$ cat src/rtl/video_timing_pkg.sv
// Shared constants for the raster timing generator: standard mode
// geometries, TMDS control symbols and the segment-total helper.
package video_timing_pkg;

    // One raster mode: four horizontal and four vertical segment lengths
    // plus the asserted sync levels.
    typedef struct packed {
        logic [11:0] h_active;
        logic [11:0] h_fp;
        logic [11:0] h_sync;
        logic [11:0] h_bp;
        logic [11:0] v_active;
        logic [11:0] v_fp;
        logic [11:0] v_sync;
        logic [11:0] v_bp;
        logic        hsync_pol;
        logic        vsync_pol;
    } mode_t;

    // 640x480@60, 25.175 MHz, both syncs active-low.
    localparam mode_t MODE_640X480_60 = '{
        12'd640, 12'd16, 12'd96, 12'd48,
        12'd480, 12'd10, 12'd2,  12'd33,
        1'b0, 1'b0
    };

    // 800x600@60, 40 MHz, both syncs active-high.
    localparam mode_t MODE_800X600_60 = '{
        12'd800, 12'd40, 12'd128, 12'd88,
        12'd600, 12'd1,  12'd4,   12'd23,
        1'b1, 1'b1
    };

    // 1280x720@60, 74.25 MHz, both syncs active-high (needs COORD_W >= 11).
    localparam mode_t MODE_1280X720_60 = '{
        12'd1280, 12'd110, 12'd40, 12'd220,
        12'd720,  12'd5,   12'd5,  12'd20,
        1'b1, 1'b1
    };

    // TMDS control symbols, indexed by {vsync,hsync} during blanking.
    localparam logic [9:0] CTRL_00 = 10'b1101010100;
    localparam logic [9:0] CTRL_01 = 10'b0010101011;
    localparam logic [9:0] CTRL_10 = 10'b0101010100;
    localparam logic [9:0] CTRL_11 = 10'b1010101011;

    // Period of one axis from its four segment lengths.
    function automatic int calc_total(input int active, input int fp,
                                      input int sync, input int bp);
        return active + fp + sync + bp;
    endfunction

endpackage

$ cat src/rtl/video_timing_axis.sv
// One raster axis: a wrapping position counter plus decodes of the
// position it will hold after this cycle, so the parent can register
// its outputs in step with the counter.
module timing_axis #(
    parameter int W         = 10,
    parameter int TOTAL     = 800,
    parameter int ACTIVE    = 640,
    parameter int WIN_START = 656,
    parameter int WIN_LEN   = 96
) (
    input  logic         i_clk,
    input  logic         i_rst_n,
    input  logic         i_inc,
    output logic [W-1:0] o_cnt,
    output logic [W-1:0] o_nxt,
    output logic         o_wrap,
    output logic         o_nxt_act,
    output logic         o_nxt_win
);

    localparam logic [W-1:0] LAST = W'(TOTAL - 1);
    // Decodes use one extra bit so START+LEN cannot overflow.
    localparam logic [W:0]   C_ACT = (W+1)'(ACTIVE);
    localparam logic [W:0]   C_WS  = (W+1)'(WIN_START);
    localparam logic [W:0]   C_WE  = (W+1)'(WIN_START + WIN_LEN);

    logic [W-1:0] r_cnt;
    logic         w_at_end;
    logic [W:0]   w_nxt_e;

    assign w_at_end = (r_cnt == LAST);
    assign o_wrap   = i_inc && w_at_end;
    assign o_cnt    = r_cnt;
    assign w_nxt_e  = {1'b0, o_nxt};

    // Next position: hold, step, or wrap to zero after the last position.
    always_comb begin
        o_nxt = r_cnt;
        if (i_inc) begin
            o_nxt = w_at_end ? '0 : r_cnt + W'(1);
        end
    end

    assign o_nxt_act = (w_nxt_e < C_ACT);
    assign o_nxt_win = (w_nxt_e >= C_WS) && (w_nxt_e < C_WE);

    // Counter starts on the last position so the first advance lands on 0.
    always_ff @(posedge i_clk or negedge i_rst_n) begin
        if (!i_rst_n) begin
            r_cnt <= LAST;
        end else begin
            r_cnt <= o_nxt;
        end
    end

endmodule

$ cat src/rtl/video_timing_gen.sv
// Raster timing generator for the pixel-clock domain. Every output is a
// register loaded from the decode of the next position, so x, y, de,
// hsync, vsync and the strobes all describe the same pixel.
module video_timing_gen
    import video_timing_pkg::*;
#(
    parameter int H_ACTIVE  = 640,
    parameter int H_FP      = 16,
    parameter int H_SYNC    = 96,
    parameter int H_BP      = 48,
    parameter int V_ACTIVE  = 480,
    parameter int V_FP      = 10,
    parameter int V_SYNC    = 2,
    parameter int V_BP      = 33,
    parameter bit HSYNC_POL = 1'b0,
    parameter bit VSYNC_POL = 1'b0,
    parameter int COORD_W   = 10,
    parameter int FRAME_W   = 8
) (
    input  logic               clk,
    input  logic               rst_n,
    input  logic               en,
    output logic [COORD_W-1:0] x,
    output logic [COORD_W-1:0] y,
    output logic               de,
    output logic               hsync,
    output logic               vsync,
    output logic               line_start,
    output logic               frame_start,
    output logic [FRAME_W-1:0] frame_cnt
);

    localparam int H_TOTAL = calc_total(H_ACTIVE, H_FP, H_SYNC, H_BP);
    localparam int V_TOTAL = calc_total(V_ACTIVE, V_FP, V_SYNC, V_BP);
    localparam int HS0     = H_ACTIVE + H_FP;
    localparam int VS0     = V_ACTIVE + V_FP;

    localparam logic [COORD_W:0] C_HS0 = (COORD_W+1)'(HS0);
    localparam logic [COORD_W:0] C_VS0 = (COORD_W+1)'(VS0);
    localparam logic [COORD_W:0] C_VSE = (COORD_W+1)'(VS0 + V_SYNC);

    if (H_FP < 1 || H_SYNC < 1 || H_BP < 1 ||
        V_FP < 1 || V_SYNC < 1 || V_BP < 1) begin : g_bad_segment
        $error("video_timing_gen: porch and sync lengths must be >= 1");
    end
    if (H_TOTAL > (1 << COORD_W) || V_TOTAL > (1 << COORD_W)) begin : g_bad_width
        $error("video_timing_gen: COORD_W too narrow for H_TOTAL/V_TOTAL");
    end

    logic [COORD_W-1:0] w_x_nxt;
    logic [COORD_W-1:0] w_y_nxt;
    logic               w_h_wrap;
    logic               w_v_wrap;
    logic               w_h_act;
    logic               w_v_act;
    logic               w_h_win;
    logic               w_v_mid;
    logic               w_v_inc;
    logic [COORD_W:0]   w_xe;
    logic [COORD_W:0]   w_ye;
    logic               w_vs_asrt;

    logic               r_de;
    logic               r_hsync;
    logic               r_vsync;
    logic               r_ls;
    logic               r_fs;
    logic [FRAME_W-1:0] r_fc;
    logic               r_first;

    assign w_v_inc = en && w_h_wrap;

    timing_axis #(
        .W(COORD_W), .TOTAL(H_TOTAL), .ACTIVE(H_ACTIVE),
        .WIN_START(HS0), .WIN_LEN(H_SYNC)
    ) u_h_axis (
        .i_clk(clk), .i_rst_n(rst_n), .i_inc(en),
        .o_cnt(x), .o_nxt(w_x_nxt), .o_wrap(w_h_wrap),
        .o_nxt_act(w_h_act), .o_nxt_win(w_h_win)
    );

    // The vertical window covers only the lines fully inside vsync; the
    // first and last sync lines are split at HS0 below.
    timing_axis #(
        .W(COORD_W), .TOTAL(V_TOTAL), .ACTIVE(V_ACTIVE),
        .WIN_START(VS0 + 1), .WIN_LEN(V_SYNC - 1)
    ) u_v_axis (
        .i_clk(clk), .i_rst_n(rst_n), .i_inc(w_v_inc),
        .o_cnt(y), .o_nxt(w_y_nxt), .o_wrap(w_v_wrap),
        .o_nxt_act(w_v_act), .o_nxt_win(w_v_mid)
    );

    assign w_xe = {1'b0, w_x_nxt};
    assign w_ye = {1'b0, w_y_nxt};

    // vsync edges land on the hsync leading edge of lines VS0 and VS0+V_SYNC.
    assign w_vs_asrt = ((w_ye == C_VS0) && (w_xe >= C_HS0)) ||
                       w_v_mid ||
                       ((w_ye == C_VSE) && (w_xe < C_HS0));

    // Register decodes of the next position; frame_cnt skips the first frame.
    always_ff @(posedge clk or negedge rst_n) begin
        if (!rst_n) begin
            r_de    <= 1'b0;
            r_hsync <= ~HSYNC_POL;
            r_vsync <= ~VSYNC_POL;
            r_ls    <= 1'b0;
            r_fs    <= 1'b0;
            r_fc    <= '0;
            r_first <= 1'b1;
        end else begin
            r_de    <= w_h_act && w_v_act;
            r_hsync <= w_h_win   ? HSYNC_POL : ~HSYNC_POL;
            r_vsync <= w_vs_asrt ? VSYNC_POL : ~VSYNC_POL;
            r_ls    <= w_h_wrap;
            r_fs    <= w_v_wrap;
            if (w_v_wrap) begin
                if (r_first) begin
                    r_first <= 1'b0;
                end else begin
                    r_fc <= r_fc + FRAME_W'(1);
                end
            end
        end
    end

    assign de          = r_de;
    assign hsync       = r_hsync;
    assign vsync       = r_vsync;
    assign line_start  = r_ls;
    assign frame_start = r_fs;
    assign frame_cnt   = r_fc;

endmodule

$ cat config.mk
export PLATFORM = sky130hd
export DESIGN_NAME = video_timing_gen
export DESIGN_NICKNAME = d
export VERILOG_FILES = /design/src/rtl/video_timing_pkg.sv /design/src/rtl/video_timing_axis.sv /design/src/rtl/video_timing_gen.sv
export SDC_FILE = /design/constraint.sdc
export NUM_CORES = 1
export LEC_CHECK = 0
export CAP_MARGIN = 25
export CORE_UTILIZATION = 30
export DETAILED_ROUTE_END_ITERATION = 10
export PLACE_DENSITY = 0.52
export SYNTH_ARGS = -nofsm -noshare
export SYNTH_HDL_FRONTEND = slang
export SYNTH_SLANG_ARGS = --single-unit
$ cat constraint.sdc
create_clock -name clk -period 7.8 [get_ports clk]
set_input_delay 0.78 -clock clk [delete_from_list [all_inputs] [get_ports clk]]
set_output_delay 0.78 -clock clk [all_outputs]
set_load 0.02 [all_outputs]
Yosys cells after proc, flatten, opt, wreduce, memory -nomap -nowiden
Cells that the tools add are included.
Widths: inputs -> output; s select.
{ "word_totals": {"ff_bits": 34, "latchBits": 0, "ramBits": 0, "mem_bits_ro": 0, "in_bits": 3, "memories": 0} }
{ "op_classes": {"n_addsub": 3, "n_mul": 0, "n_div": 0, "magnitude_cmp": 7, "n_eq_ne": 4, "shifts": 0, "muxes": 6, "bitwise_logic": 1, "reduce_logical": 11} }
{ "op_table": {"columns": ["op", "count"], "rows": [
  ["$mux 10", 4],
  ["$lt 10x10->1 const B", 3],
  ["$add 10x1->10 const B", 2],
  ["$eq 10x10->1 const B", 2],
  ["$eq 10x9->1 const B", 2],
  ["$lt 10x9->1 const B", 2],
  ["$ge 10x10->1 const B", 1],
  ["$ge 10x9->1 const B", 1],
  ["$add 8x1->8 const B", 1],
  ["$logic_and 1x1->1", 8],
  ["$logic_or 1x1->1", 2],
  ["$mux 1", 2],
  ["$reduce_and 2->1", 1],
  ["$not 1->1", 1]
]} }

Logic depth before layout (Yosys ltp)
Gate-level depths: netlist of the first run.
{ "depth": {"ltp_word": 9, "depth_mapped": 10} }

Hierarchy
From an unflattened synthesis of the first run, not the netlist that was laid out.
{ "hier_totals": {"hier_cells": 173, "hier_area_um2": 1870.5} }
{ "by_module_without_submodules": {"columns": ["mod", "instances", "cells_per_inst", "area_each_um2"], "rows": [
  ["timing_axis (u_v_axis)", 1, 69, 665.6],
  ["timing_axis (u_h_axis)", 1, 61, 615.6],
  ["video_timing_gen", 1, 43, 589.3]
]} }

Worst setup path after synthesis of the first run
OpenSTA, ideal clock, no wires.
{ "synth_path": {"path_kind": "input port to flip-flop", "startpoint": "in en", "endpoint": "reg r_vsync (netlist: vsync)", "setup_time_ps": 84, "arrival_ps": 2497, "required_time_ps": 7716, "setup_slack_ps": 5220, "path_stages": 10, "path_cell_list": "buf_6 -> and4_1 -> buf_6 -> nand4_4 -> clkinv_2 -> buf_4 -> nand3_2 -> o21ai_2 -> or4b_1 -> a311o_1"} }
{ "synth_via": {"elab_chain_len": 8, "elab_cells_between_ends": 16} }
{ "synth_lines": {"columns": ["element", "line_no", "source"], "rows": [
  ["from (decl)", "video_timing_gen.sv:22", "input logic en,"],
  ["$logic_and 1x1->1 (*)", "video_timing_axis.sv:32", "assign o_wrap = i_inc && w_at_end;"],
  ["named net u_h_axis.o_wrap", "video_timing_axis.sv:16", "output logic o_wrap,"],
  ["$logic_and 1x1->1 (*)", "video_timing_gen.sv:71", "assign w_v_inc = en && w_h_wrap;"],
  ["$mux 10 (*)", "video_timing_axis.sv:39", "if (i_inc) begin"],
  ["named net u_v_axis.o_nxt[1]", "video_timing_axis.sv:15", "output logic [W-1:0] o_nxt,"],
  ["$ge 10x9->1, or another cell as far along", "video_timing_axis.sv:45", "assign o_nxt_win = (w_nxt_e >= C_WS) && (w_nxt_e < C_WE);"],
  ["$logic_and 1x1->1, on equally long branches", "video_timing_axis.sv:45, video_timing_gen.sv:97", null],
  ["$logic_or 1x1->1", "video_timing_gen.sv:97", "assign w_vs_asrt = ((w_ye == C_VS0) && (w_xe >= C_HS0)) ||"],
  ["$logic_or 1x1->1 (*)", "video_timing_gen.sv:98", "w_v_mid ||"],
  ["$mux 1 (*)", "video_timing_gen.sv:114", "r_vsync <= w_vs_asrt ? VSYNC_POL : ~VSYNC_POL;"],
  ["to (signal assigned)", "video_timing_gen.sv:106", "r_vsync <= ~VSYNC_POL;"],
  ["to (signal assigned)", "video_timing_gen.sv:114", null],
  ["to (decl)", "video_timing_gen.sv:65", "logic r_vsync;"]
]} }
The timed path passes the listed nets; every way through them passes the cells marked *.
A chain may end at the register's enable or synchronous reset.

Worst setup path after layout of the first run
{ "layout_path": {"startpoint": "in en", "endpoint": "reg r_vsync (netlist: vsync)"} }
{ "layout_via": {"elab_chain_len": 8, "elab_cells_between_ends": 16} }
{ "layout_lines": {"columns": ["element", "line_no"], "rows": [
  ["$logic_and 1x1->1", "video_timing_axis.sv:32"],
  ["$logic_and 1x1->1", "video_timing_gen.sv:71"],
  ["$mux 10", "video_timing_axis.sv:39"],
  ["$ge 10x9->1, or another cell as far along", "video_timing_axis.sv:45"],
  ["$logic_and 1x1->1, on equally long branches", "video_timing_axis.sv:45, video_timing_gen.sv:97"],
  ["$logic_or 1x1->1", "video_timing_gen.sv:97"],
  ["$logic_or 1x1->1 (*)", "video_timing_gen.sv:98"],
  ["$mux 1 (*)", "video_timing_gen.sv:114"]
]} }
Every way passes the cells marked *; elsewhere a longest branch is shown, timed or not.

==> out/results.ini, run 1 <==
[global_route]
grt_pass1_wl_um=6640
grt_max_degree=35
grt_pass1_vias=1347
antenna_found_initial=0
grt-ovfl-total=0
grt_usage_pct=13.6

[cts]
cts_sinks=34
cts-htree-levels=2
cts_setup_buffers=0
root_buffer=clkbuf_8
cts_tree=built
cts.path.max_buffers=2
clk_pin_slew_worst_paths_ns=0.07
cts_hold_buf=0
post_cts_resized=0
cts_inserted_buffers=5
clock_latency_ns=0.29

[synthesis]
synth_nets=188
async_flop_share_pct=100
syn_area_mm2=0.00184
syn_inst=181
ys_seq_elements=34
ys_seq_area_share_pct=47.2
synth_edf_count=0
avgSynthCellArea_um2=10.1
yosysUniqueCellTypes=48
synth_ff_type=dfrtp_1
synth_warnings=0

[sta]
fin_setup_tns_ns=0
max_freq_mhz=314
rsz0062_at_grt=no
tightest_slew_ns=0.688
timing.final.crit_period_ns=3.18
slew-limit-headroom_pct=53.8
fin_hold_ws_ns=0.468
fin_crit_sh_pct=40.8
finalHoldViolations=0
skew_ns=0.00749
setup_viol=0
drv_slew=0

[place]
gp_routability_congestion=0.828
io_buffer_count=35
dp_cells=286
dp_hpwl_um=2840
place_area_mm2=0.00224

[worst_hold_path]
min_path_cells=1
hp-class=flop to flop

[drt]
post-route-drc-count=1
dr.pass1.iters=7
wl_per_cell_um=13.4
drt_iter0_markers=44
routed-wl-met2_um=1760
ant_nets=0
drt-met1-wl_um=1980
vias=1482
met3_length_um=174
wirelength_um=3950
avgViaCountPerCell=5.04
route.top_layer_used=met4

[pwr]
leakage_uw=0.000930
power_uw=498
p_per_area_mw_per_mm2=214
peakVddDrop_mv=0.145

[layout]
synthToLayoutAreaGrowth_pct=26.7
fill_cells=596
post-route-cell-area_mm2=0.00232
fin_cells=294
drive_above_1_share_pct=14.2
multiInputGateArea_um2=900
diodes=0
final_nets=225
regArea_um2=867

[worst_setup_path]
path_class=input pin to flop
worst-path-buf-inv=2
path_depth=8
crit_fanout=13
end_kind=flop
rr_worst_depth=8
cpLargestDelayFamily=simple AND/OR/NAND/NOR gates
cpMaxStageDelayCell=clkdlybuf4s50_1
crit_arrival_ns=3.39
critPathRequiredTime_ns=8.01
critPathLaunchType=input pin
cpPeakStageDelay_ns=0.63
cp_cell_sequence=clkdlybuf4s50_1 -> and4_1 -> nand4_4 -> clkinv_2 -> nand2_1 -> o21a_1 -> or4b_1 -> a311o_1

[floorplanning]
start_util_pct=31.0
ios=36
placementRows=28
core_mm2=0.00592
die-area_mm2=0.00644
die_y_um=80.2
die_w_um=80.2

[outcome]
violations=design-rule violations
outcome=complete, but fails checks

[flow_run]
max_cap_violations=0

metal layers:
layer	GRT usage [%]	up-vias
li1	-	727
met1	18.9	718
met2	19.6	34
met3	3.41	3
met4	6.43	0
met5	0	-
cell families (layout without fill, tap and decap cells):
logic type,count (synthesis),after routing,synth area share (%)
AO/OA/AOI/OAI,26,26,9.41
buffers and inverters,12,50,3.75
flip-flops,34,34,47.2
XOR/XNOR,19,19,9.07
adder cells (fa/ha/maj),4,4,2.73
AND/OR/NAND/NOR,82,82,25.4
multiplexers,4,4,2.39
synthesized netlist by cell type, types with 3 or more instances:
library cell  instances  area (µm²)
dfrtp_1              21         526
nor2_1               18        67.6
dfstp_2              13         342
nand2_1              13        48.8
nand4_1              13        81.3
xnor2_1              11        96.3
nand3_1              10        50.1
xor2_1                8        70.1
inv_1                 5        18.8
a21oi_1               4        20.0
a31oi_1               4        25.0
and3_1                4        25.0
ha_1                  4        50.1
nor2b_1               4        25.0
o21ai_0               4        20.0
and4_1                3        26.3
buf_2                 3        15.0
registers in the layout, indices dropped and copies added (netlist names):
name,cells
vsync,1
de,1
r_first,1
u_h_axis.o_cnt,10
frame_start,1
line_start,1
u_v_axis.o_cnt,10
hsync,1
frame_cnt,8
per-stage QoR:
step / setup WS (ns) / util (%)
6_report: 4.62 / 39.3
5_1_grt: 4.43 / 39.3
4_1_cts: 4.59 / 39.3
3_5_place_dp: 4.29 / 37.9
3_3_place_gp: 4.38 / 37.9
2_1_floorplan: 5.22 / -
cell type report:
| type | instances | share of cell area [%] |
|---|---|---|
| multi-input combinational | 135 | 38.7 |
| sequential | 34 | 37.3 |
| timing repair buffer | 36 | 15.4 |
| tap | 75 | 4.04 |
| clock buffer | 6 | 3.12 |
| inverter | 6 | 1.02 |
| clock inverter | 2 | 0.431 |
cell usage in the layout (no fill, tap or decap), types with 5 or more instances in the layout:
master / count
clkdlybuf4s50_1: 35
dfrtp_1: 21
nor2_1: 18
nand4_1: 13
nand2_1: 13
dfstp_2: 13
xnor2_1: 11
nand3_1: 10
xor2_1: 8
inv_1: 5
clkbuf_8: 5
final timing paths:
check | startpoint | to | slack (ns)
setup / recovery | en | vsync | 4.62
hold / removal | frame_cnt[7] | frame_cnt[7] | 0.47
setup reg to reg | u_h_axis.o_cnt[0] | vsync | 4.93
hold reg to reg | frame_cnt[7] | frame_cnt[7] | 0.47
max in group asynchronous | rst_n | u_v_axis.o_cnt[3] | 6.55
min in group asynchronous | rst_n | frame_cnt[5] | 0.90
where the power goes:
group / switching (µW) / leakage [µW] / internal [µW] / total [µW]
Combinational: 73.2 / 0.000467 / 60.7 / 134
Clock: 61.6 / 0.0000450 / 61.8 / 123
Sequential: 35.7 / 0.000418 / 205 / 240
Total: 170 / 0.000930 / 327 / 498
Power figures use the tool's default switching activity.
==> inputs of run 2 (changes only) <==
- PLACE_DENSITY: 0.52 -> 0.54
- clock period: 7.8 -> 2.6 ns (I/O delays scaled with it)
==> run 2 against run 1 <==
  * The run now ends clean
  * Sequential share of layout area down 3.2 points
  * Critical path depth stayed put
  * Worst setup slack lost 4.5 ns
  * Final cell count grew 5.8%
  * Total power increased to 3.6 times the previous value
  * Non-clock buffer count rose by 17
  * Clock power grew to 4.9 times the previous value
  * Sequential power increased to 2.9 times the previous value
  * Clock-buffer cell count unchanged
  * Clock skew decreased by 0.0030 ns
  * Largest power group unchanged
==> out/results.ini, run 2 (synthesis gave the netlist of run 1 again) <==
[outcome]
outcome=finished, final reports clean

[worst_hold_path]
hp-class=input pin to async pin

[sta]
slew-limit-headroom_pct=71.4
skew_ns=0.00446
tightest_slew_ns=0.429
drv_slew=0
timing.final.crit_period_ns=2.45
finalHoldViolations=0
worst_slack_ns=0.151
setup_viol=0
max_freq_mhz=408
fin_crit_sh_pct=94.2

[layout]
drive_above_1_share_pct=23.3
diodes=0
regArea_um2=867
final_common_cell=clkdlybuf4s50_1
fill_cells=585
multiInputGateArea_um2=927
synthToLayoutAreaGrowth_pct=38.4
final_nets=242
mostFrequentLayoutCells=clkdlybuf4s50_1 (35), dfrtp_1 (21), buf_4 (18), nor2_1 (17)

[drt]
drt_iter0_markers=35
post-route-drc-count=0
avgViaCountPerCell=4.93
wirelength_um=4080
dr.pass1.iters=4
wl_per_cell_um=13.1
vias=1533
ant_nets=0

[floorplanning]
die-area_mm2=0.00644
start_util_pct=31.0
placementRows=28
die_w_um=80.2
die_y_um=80.2
ios=36
core_mm2=0.00592

[cts]
cts.path.max_buffers=2
cts_hold_buf=0
clk_pin_slew_worst_paths_ns=0.07
cts_sinks=34
cts_inserted_buffers=5
cts_tree=built
clock_latency_ns=0.28
cts-htree-levels=2
root_buffer=clkbuf_8

[place]
dp_hpwl_um=2990
pre_cts_ws_ns=0.00772
io_buffer_count=35
gp_routability_congestion=0.770

[worst_setup_path]
path_class=flop to flop
reg2reg_from=u_h_axis.o_cnt[0]
crit_fanout=6
reg2reg_to=vsync
crit_arrival_ns=2.65
critPathRequiredTime_ns=2.81
ff2ff_setup_slack_ns=0.15
critPathLaunchType=flop
crit_start=u_h_axis.o_cnt[0]
critPathCapture=vsync
end_kind=flop
rr_worst_depth=8

[pwr]
power_uw=1780
p_per_area_mw_per_mm2=702
leakage_uw=0.00104
peakVddDrop_mv=0.434

[global_route]
grt-ovfl-total=0
antenna_found_initial=0
grt_pass1_wl_um=6760
grt_usage_pct=13.8
grt_pass1_vias=1389
grt_max_degree=35

[flow_run]
max_cap_violations=0

-- run 2: final cells by class --
cell class | instances | share of cell area (%)
Multi-Input combinational cell | 135 | 36.5
Tap cell | 75 | 3.69
Inverter | 6 | 0.936
Sequential cell | 34 | 34.1
Clock buffer | 6 | 3.25
Timing Repair Buffer | 53 | 19.1
Clock inverter | 2 | 2.36
-- run 2: repair_timing --
action / CTS / global route
resized for setup: 0 / 6
setup endpoints to repair: 0 / 2
setup buffers: 0 / 0
-- run 2: per-stage QoR --
| step | setup TNS, ns | area (µm²) | std cells | hold WS (ns) | util, % |
|---|---|---|---|---|---|
| 3_5_place_dp | 0 | 2370 | 303 | 0.468 | 40.0 |
| 2_1_floorplan | 0 | 1840 | 181 | -0.0356 | - |
| 4_1_cts | 0 | 2510 | 311 | 0.396 | 42.4 |
| 5_1_grt | -0.00467 | 2540 | 311 | 0.426 | 42.9 |
| 3_3_place_gp | 0 | 2370 | 303 | 0.465 | 40.0 |
| 6_report | 0 | 2540 | 311 | 0.375 | 42.9 |
-- run 2: how the worst min path moves through the flow --
stage	startpoint	cells past startpoint	endpoint
after global routing	rst_n	2	frame_cnt[7]
after detailed placement	frame_cnt[7]	1	frame_cnt[7]
after floorplan	rst_n	0	de
after global placement	frame_cnt[7]	1	frame_cnt[7]
after CTS	rst_n	2	u_h_axis.o_cnt[6]
final	rst_n	2	frame_cnt[7]
-- run 2: report_power, final --
| group | switching [µW] | internal, µW |
|---|---|---|
| clock | 190 | 409 |
| combinational | 273 | 224 |
| sequential | 72.9 | 612 |
-- run 2: layer usage --
layer	GRT usage, %	part of all wire (%)	vias to the layer above
met5	0	0	-
met4	5.89	1.4	0
met3	2.95	4.1	5
met2	21.1	46	30
met1	18.7	48	740
li1	-	-	758
-- run 2: critical path, stage by stage (launching register included) --
cell	delay [ns]
dfstp_2	0.54
buf_4	0.13
nand2_2	0.10
mux2_1	0.33
a21o_1	0.19
a21oi_2	0.17
a41oi_2	0.12
or4b_1	0.50
a311o_1	0.29
